## src/rtl/mod_exp_pkg.sv

```systemverilog
// Shared types and constants for the mod_exp Montgomery exponentiation block.
// Optional build macro: MODEXP_ODDN_CHK_EN (see mod_exp.sv).
package mod_exp_pkg;

    // Operand width; the Montgomery radix is R = 2^W.
    parameter int unsigned W      = 32;
    // Bit-index counter width, ceil(log2(W)) + 1.
    parameter int unsigned CW     = 6;
    // Width of an exponent bit index (0 .. W-1).
    parameter int unsigned IW     = CW - 1;
    // Cycles spent inside the multiplier core per product (W steps + final reduction).
    parameter int unsigned MM_LAT = 33;

    // Sequencer states.
    typedef enum logic [2:0] {
        StIdle,
        StPreM,
        StPreX,
        StLoopSqr,
        StLoopMul,
        StPost,
        StFin
    } state_e;

endpackage

```

## src/rtl/mod_exp_mm_core.sv

```systemverilog
// Handshaked radix-2 Montgomery multiplier: Z = A * B * 2^-W mod N.
// Operands are latched on start_i, W shift-add steps run one per cycle, then one
// cycle applies the final conditional subtraction while done_o is high.
module mod_exp_mm_core
    import mod_exp_pkg::*;
(
    input  logic         clk_i,
    input  logic         rst_ni,
    input  logic         start_i,
    input  logic [W-1:0] a_i,
    input  logic [W-1:0] b_i,
    input  logic [W-1:0] n_i,
    output logic [W-1:0] z_o,
    output logic         done_o
);

    // Two guard bits: the running sum stays below 4N.
    localparam int unsigned AW = W + 2;

    logic [W-1:0]  a_q, b_q, n_q;
    logic [AW-1:0] z_q, z_d;
    logic [CW-1:0] cnt_q, cnt_d;
    logic          run_q, run_d;

    logic [AW-1:0] n_ext;
    logic [AW-1:0] sum_ab;
    logic [AW-1:0] sum_abn;
    logic [AW-1:0] z_red;
    logic          last;

    // Reduction cycle: all W steps have been applied.
    assign last  = run_q && (cnt_q == CW'(MM_LAT - 1));
    assign n_ext = {2'b00, n_q};

    // One Montgomery step plus the final >= N correction of the accumulator.
    always_comb begin
        sum_ab  = z_q + (a_q[cnt_q[IW-1:0]] ? {2'b00, b_q} : '0);
        sum_abn = sum_ab + (sum_ab[0] ? n_ext : '0);
        z_red   = (z_q >= n_ext) ? (z_q - n_ext) : z_q;
    end

    // Next-state for accumulator, step counter and run flag.
    always_comb begin
        z_d   = z_q;
        cnt_d = cnt_q;
        run_d = run_q;
        if (start_i) begin
            z_d   = '0;
            cnt_d = '0;
            run_d = 1'b1;
        end else if (last) begin
            z_d   = z_red;
            run_d = 1'b0;
        end else if (run_q) begin
            z_d   = sum_abn >> 1;
            cnt_d = cnt_q + 1'b1;
        end
    end

    // Operand latches and accumulator state.
    always_ff @(posedge clk_i or negedge rst_ni) begin
        if (!rst_ni) begin
            a_q   <= '0;
            b_q   <= '0;
            n_q   <= '0;
            z_q   <= '0;
            cnt_q <= '0;
            run_q <= 1'b0;
        end else begin
            if (start_i) begin
                a_q <= a_i;
                b_q <= b_i;
                n_q <= n_i;
            end
            z_q   <= z_d;
            cnt_q <= cnt_d;
            run_q <= run_d;
        end
    end

    // Once reduced, z_q < N so z_red simply holds it until the next start.
    assign z_o    = z_red[W-1:0];
    assign done_o = last;

endmodule

```

## src/rtl/mod_exp.sv

```systemverilog
// Modular exponentiation C = M^E mod N by left-to-right square-and-multiply,
// sequencing Montgomery products on mod_exp_mm_core. Caller supplies R2 = 2^(2W) mod N.
// Optional build macro MODEXP_ODDN_CHK_EN: adds err_o and rejects an even N or N <= 1.
module mod_exp
    import mod_exp_pkg::*;
(
    input  logic         clk_i,
    input  logic         rst_ni,
    input  logic         start_i,
    input  logic [W-1:0] m_i,
    input  logic [W-1:0] e_i,
    input  logic [W-1:0] n_i,
    input  logic [W-1:0] r2_i,
    output logic         busy_o,
    output logic         done_o,
    output logic [W-1:0] c_o
`ifdef MODEXP_ODDN_CHK_EN
    ,
    output logic         err_o
`endif
);

    state_e        state_q, state_d;
    logic          issue_q, issue_d;

    logic [W-1:0]  m_q, e_q, n_q, r2_q;
    logic [W-1:0]  mm_q;   // M in Montgomery form
    logic [W-1:0]  xm_q;   // running result in Montgomery form
    logic [W-1:0]  c_q;
    logic [IW-1:0] idx_q;

    logic          accept;
    logic          ebit;
    logic          idx_zero;

    logic          mm_start;
    logic [W-1:0]  mm_a, mm_b, mm_z;
    logic          mm_done;

`ifdef MODEXP_ODDN_CHK_EN
    logic          err_q;
    logic          n_ok;
    assign n_ok = n_q[0] && (n_q != W'(1));
`endif

    assign accept   = (state_q == StIdle) && start_i;
    assign ebit     = e_q[idx_q];
    assign idx_zero = (idx_q == '0);

    // State register; issue_q marks the first cycle of each product state.
    always_ff @(posedge clk_i or negedge rst_ni) begin
        if (!rst_ni) begin
            state_q <= StIdle;
            issue_q <= 1'b0;
        end else begin
            state_q <= state_d;
            issue_q <= issue_d;
        end
    end

    // Next-state: every product state advances on the multiplier's done pulse.
    always_comb begin
        state_d = state_q;
        issue_d = 1'b0;
        unique case (state_q)
            StIdle: begin
                if (start_i) begin
                    state_d = StPreM;
                    issue_d = 1'b1;
                end
            end
            StPreM: begin
`ifdef MODEXP_ODDN_CHK_EN
                if (!n_ok) begin
                    state_d = StFin;
                end else
`endif
                if (mm_done) begin
                    state_d = StPreX;
                    issue_d = 1'b1;
                end
            end
            StPreX: begin
                if (mm_done) begin
                    state_d = StLoopSqr;
                    issue_d = 1'b1;
                end
            end
            StLoopSqr: begin
                if (mm_done) begin
                    issue_d = 1'b1;
                    if (ebit) begin
                        state_d = StLoopMul;
                    end else if (idx_zero) begin
                        state_d = StPost;
                    end else begin
                        state_d = StLoopSqr;
                    end
                end
            end
            StLoopMul: begin
                if (mm_done) begin
                    issue_d = 1'b1;
                    state_d = idx_zero ? StPost : StLoopSqr;
                end
            end
            StPost: begin
                if (mm_done) begin
                    state_d = StFin;
                end
            end
            StFin: begin
                state_d = StIdle;
            end
            default: begin
                state_d = StIdle;
            end
        endcase
    end

    // Outputs and multiplier operand selection per state.
    always_comb begin
        busy_o   = (state_q != StIdle);
        done_o   = (state_q == StFin);
        mm_start = issue_q;
`ifdef MODEXP_ODDN_CHK_EN
        // A rejected modulus never reaches the multiplier.
        mm_start = issue_q && n_ok;
`endif
        mm_a = xm_q;
        mm_b = xm_q;
        unique case (state_q)
            StPreM: begin
                mm_a = m_q;
                mm_b = r2_q;
            end
            StPreX: begin
                mm_a = W'(1);
                mm_b = r2_q;
            end
            StLoopMul: begin
                mm_b = mm_q;
            end
            StPost: begin
                mm_b = W'(1);
            end
            default: begin
            end
        endcase
    end

    // Operand latch, product capture and exponent bit index.
    always_ff @(posedge clk_i or negedge rst_ni) begin
        if (!rst_ni) begin
            m_q   <= '0;
            e_q   <= '0;
            n_q   <= '0;
            r2_q  <= '0;
            mm_q  <= '0;
            xm_q  <= '0;
            c_q   <= '0;
            idx_q <= '0;
`ifdef MODEXP_ODDN_CHK_EN
            err_q <= 1'b0;
`endif
        end else begin
            if (accept) begin
                m_q   <= m_i;
                e_q   <= e_i;
                n_q   <= n_i;
                r2_q  <= r2_i;
                idx_q <= IW'(W - 1);
`ifdef MODEXP_ODDN_CHK_EN
                err_q <= 1'b0;
`endif
            end
            if (mm_done) begin
                case (state_q)
                    StPreM:                       mm_q <= mm_z;
                    StPreX, StLoopSqr, StLoopMul: xm_q <= mm_z;
                    StPost:                       c_q  <= mm_z;
                    default: begin
                    end
                endcase
                // Move to the next exponent bit once this bit's work is finished.
                if (((state_q == StLoopSqr && !ebit) || state_q == StLoopMul) && !idx_zero) begin
                    idx_q <= idx_q - 1'b1;
                end
            end
`ifdef MODEXP_ODDN_CHK_EN
            if (state_q == StPreM && !n_ok) begin
                c_q   <= '0;
                err_q <= 1'b1;
            end
`endif
        end
    end

    assign c_o = c_q;
`ifdef MODEXP_ODDN_CHK_EN
    assign err_o = err_q;
`endif

    mod_exp_mm_core u_mm_core (
        .clk_i   (clk_i),
        .rst_ni  (rst_ni),
        .start_i (mm_start),
        .a_i     (mm_a),
        .b_i     (mm_b),
        .n_i     (n_q),
        .z_o     (mm_z),
        .done_o  (mm_done)
    );

endmodule

```

## config.mk

```make
export PLATFORM = sky130hd
export DESIGN_NAME = mod_exp
export DESIGN_NICKNAME = d
export VERILOG_FILES = /design/src/rtl/mod_exp_pkg.sv /design/src/rtl/mod_exp_mm_core.sv /design/src/rtl/mod_exp.sv
export SDC_FILE = /design/constraint.sdc
export NUM_CORES = 1
export LEC_CHECK = 0
export CAP_MARGIN = 20
export CORE_UTILIZATION = 60
export DETAILED_ROUTE_END_ITERATION = 8
export PLACE_DENSITY_LB_ADDON = 0.08
export SLEW_MARGIN = 0
export SYNTH_ARGS = -nofsm -noshare
export SYNTH_HDL_FRONTEND = slang
export SYNTH_HIERARCHICAL = 1
export SYNTH_SLANG_ARGS = --single-unit
```

## constraint.sdc

```tcl
create_clock -name clk_i -period 8.8 [get_ports clk_i]
set_clock_uncertainty 0.1 [all_clocks]
set_input_delay 1.76 -clock clk_i [delete_from_list [all_inputs] [get_ports clk_i]]
set_output_delay 1.76 -clock clk_i [all_outputs]
set_load 0.02 [all_outputs]
```

==> results.sh <==
export IMPL_viasPerCell=6.36
export IMPL_h_tree_depth=2
export IMPL_drc=0
export IMPL_synth_common_cells="dfrtp_1, mux2_2, nand2_1, nor2_1"
export IMPL_cts_sinks=370
export IMPL_rr_startpoint="u_mm_core/cnt_q[0]"
export IMPL_max_freq_mhz=136
export IMPL_cts_setup_buffers=0
export IMPL_ys_warn_count=6
export IMPL_cts_made_buffers=41
export IMPL_use_met2_pct=48.6
export IMPL_rrSetupSlack_ps=1440
export IMPL_fin_nets=2487
export IMPL_drt_iter0_drc=1469
export IMPL_drive_gt1_share_pct=21.2
export IMPL_routedWlPerCell_um=22.1
export IMPL_start_util_pct=61.2
export IMPL_crit_top_cell="a211oi_1"
export IMPL_ys_flop_type="dfrtp_1"
export IMPL_critical_path_max_stage_delay_ps=720
export IMPL_drt_first_pass_iters=8
export IMPL_synth_edf_count=0
export IMPL_hpwlAfterDp_um=43200
export IMPL_hold_buffers=0
export IMPL_crit_start="u_mm_core/cnt_q[0]"
export IMPL_vias=17522
export IMPL_grt_busiest_layer="met2"
export IMPL_crit_end="u_mm_core/z_q[32]"
export IMPL_synth_cells=2148
export IMPL_synth_seq_cells=370
export IMPL_slew_violations=0
export IMPL_finalSetupTns_ps=0
export IMPL_clkTransAtPathRegs_ps=60
export IMPL_grt_max_degree=165
export IMPL_clockBufferDepth=3
export IMPL_fin_crit_sh_pct=83.6
export IMPL_worst_slew_pin_slew_ps=1080
export IMPL_yosysMostFrequentCell="dfrtp_1"
export IMPL_antenna_left=0
export IMPL_globalRoute_totalOverflow=0
export IMPL_antenna_found_initial=0
export IMPL_finalHoldViolations=0
export IMPL_cp_slowest_cell="dfrtp_1"
export IMPL_syn_area_um2=22500
export IMPL_postRouteWirelength_um=60800
export IMPL_grt_pass1_wl_um=95800
export IMPL_io_pins=165
export IMPL_cts_tree="yes"
export IMPL_async_flop_share_pct=100
export IMPL_coreArea_um2=36700
export IMPL_cts_resized=0
export IMPL_hp_class="flip-flop to flip-flop"
export IMPL_syn_avg_cell_area_um2=10.5
export IMPL_gr_usage_met3_pct=4.59
export IMPL_critPathRequiredTime_ps=9100
export IMPL_globalRouteMet1Util_pct=47.2
export IMPL_period_minus_slack_ps=7360
export IMPL_synth_area_leaders="dfrtp_1, mux2_2, ha_1"
export IMPL_endpoint_kind="flip-flop"
export IMPL_rsz0062_at_grt="no"
export IMPL_die_w_um=195
export IMPL_die_y_um=195
export IMPL_drv_cap=0
export IMPL_std_cell_rows=70
export IMPL_criticalPathCategory="flip-flop to flip-flop"
export IMPL_path_max_fanout=31
export IMPL_die_area_um2=38200
export IMPL_gr_usage_all_layers_pct=32.0
export IMPL_worstRegToRegCells=27
export IMPL_yosysTopAreaCell="dfrtp_1"
export IMPL_io_buffers=164
export IMPL_diodes=0
export IMPL_clkLatencyLatePin_ps=580
export IMPL_setup_viol=0
export IMPL_ys_types=83
export IMPL_gp_congestion=0.947
export IMPL_timing_rr_end="u_mm_core/z_q[32]"
export IMPL_start_kind="flip-flop"
export IMPL_outcome="finished, final reports clean"
export IMPL_syn_num_nets=2381
export IMPL_area_growth_pct=14.9
export IMPL_arrival_ps=7660
export IMPL_first_global_vias=17194
export IMPL_relSlewSlack_pct=27.9
export IMPL_cts_root_buf="clkbuf_16"
export IMPL_synth_seq_area_share_pct=41.2
export IMPL_synth_top_area_share_pct=41.2
layout by cell type (no fill, tap or decap), types with 41 or more instances in the layout:
master	instances
ha_1	99
nand2_1	184
xnor2_1	61
a22o_1	65
o211ai_1	42
nor2_1	97
o21ai_0	88
a21oi_1	99
dfrtp_1	368
clkbuf_16	41
inv_1	63
clkdlybuf4s50_1	163
nor2b_1	41
mux2_2	322
worst max-delay path: cells and delay by family, from the launching register on:
family,cells,cell delay [ps]
AOI/OAI and AO/OA,12,2700
muxes,3,1320
and+or+nand+nor,7,950
DFF,1,720
adders and majority gates,2,720
buffers and inverters,1,360
xor gates and xnor gates,2,260
stage by stage:
stage	hold WS (ps)	setup WS, ps	utilization, %	std cells	instance area, um2
6_report	382	1440	70.4	2753	25800
5_1_grt	406	823	70.4	2753	25800
4_1_cts	387	1510	70.3	2752	25800
3_5_place_dp	371	1550	66.4	2678	24400
3_3_place_gp	362	1710	66.4	2678	24400
2_1_floorplan	349	2110	-	2148	22500
worst min-delay path by stage:
stage | startpoint | to | slack (ps) | depth (start not counted)
after floorplan | n_q[10] | u_mm_core/n_q[10] | 350 | 2
after global placement | n_q[3] | u_mm_core/n_q[3] | 360 | 2
after detailed placement | n_q[3] | u_mm_core/n_q[3] | 370 | 2
after CTS | n_q[24] | u_mm_core/n_q[24] | 390 | 2
after global routing | u_mm_core/b_q[2] | u_mm_core/b_q[2] | 410 | 1
final | n_q[24] | u_mm_core/n_q[24] | 380 | 2
kinds of logic (layout without fill, tap and decap cells):
group                    count (synthesis)  in the layout  share of synthesized area, %
AND/OR/NAND/NOR                        508            508                          11.1
flip-flops                             370            370                          41.2
AO/OA/AOI/OAI                          536            536                          16.6
adder cells (fa/ha/maj)                102            102                          5.78
buffers and inverters                  187            324                          3.47
multiplexers                           356            356                          18.4
XOR/XNOR                                89             89                          3.47
state kept, by name, summed over array words and instances (netlist names), 3 cells and up:
name	count
c_o	32
e_q	32
idx_q	5
m_q	32
mm_q	32
n_q	32
r2_q	32
state_q	3
u_mm_core/a_q	32
u_mm_core/b_q	32
u_mm_core/cnt_q	6
u_mm_core/n_q	32
u_mm_core/z_q	34
xm_q	32
cell type report:
cell class              instances  area, um2
multi-input cells            1591      12500
fillers                      2704      10900
flip-flops and latches        370       9260
repair buffers                187       1850
clock buffers                  56       1190
well taps                     468        586
inverters                      63        236
clock inverters                18        220
layer usage:
| metal | routed length, um | share of wire, % |
|---|---|---|
| met1 | 27800 | 46 |
| met2 | 27000 | 44 |
| met3 | 4320 | 7.1 |
| met4 | 1690 | 2.8 |
| met5 | 0 | 0 |
Power is not shown: default switching activity piles up to over one toggle a cycle in this logic, so the estimate is an artifact.
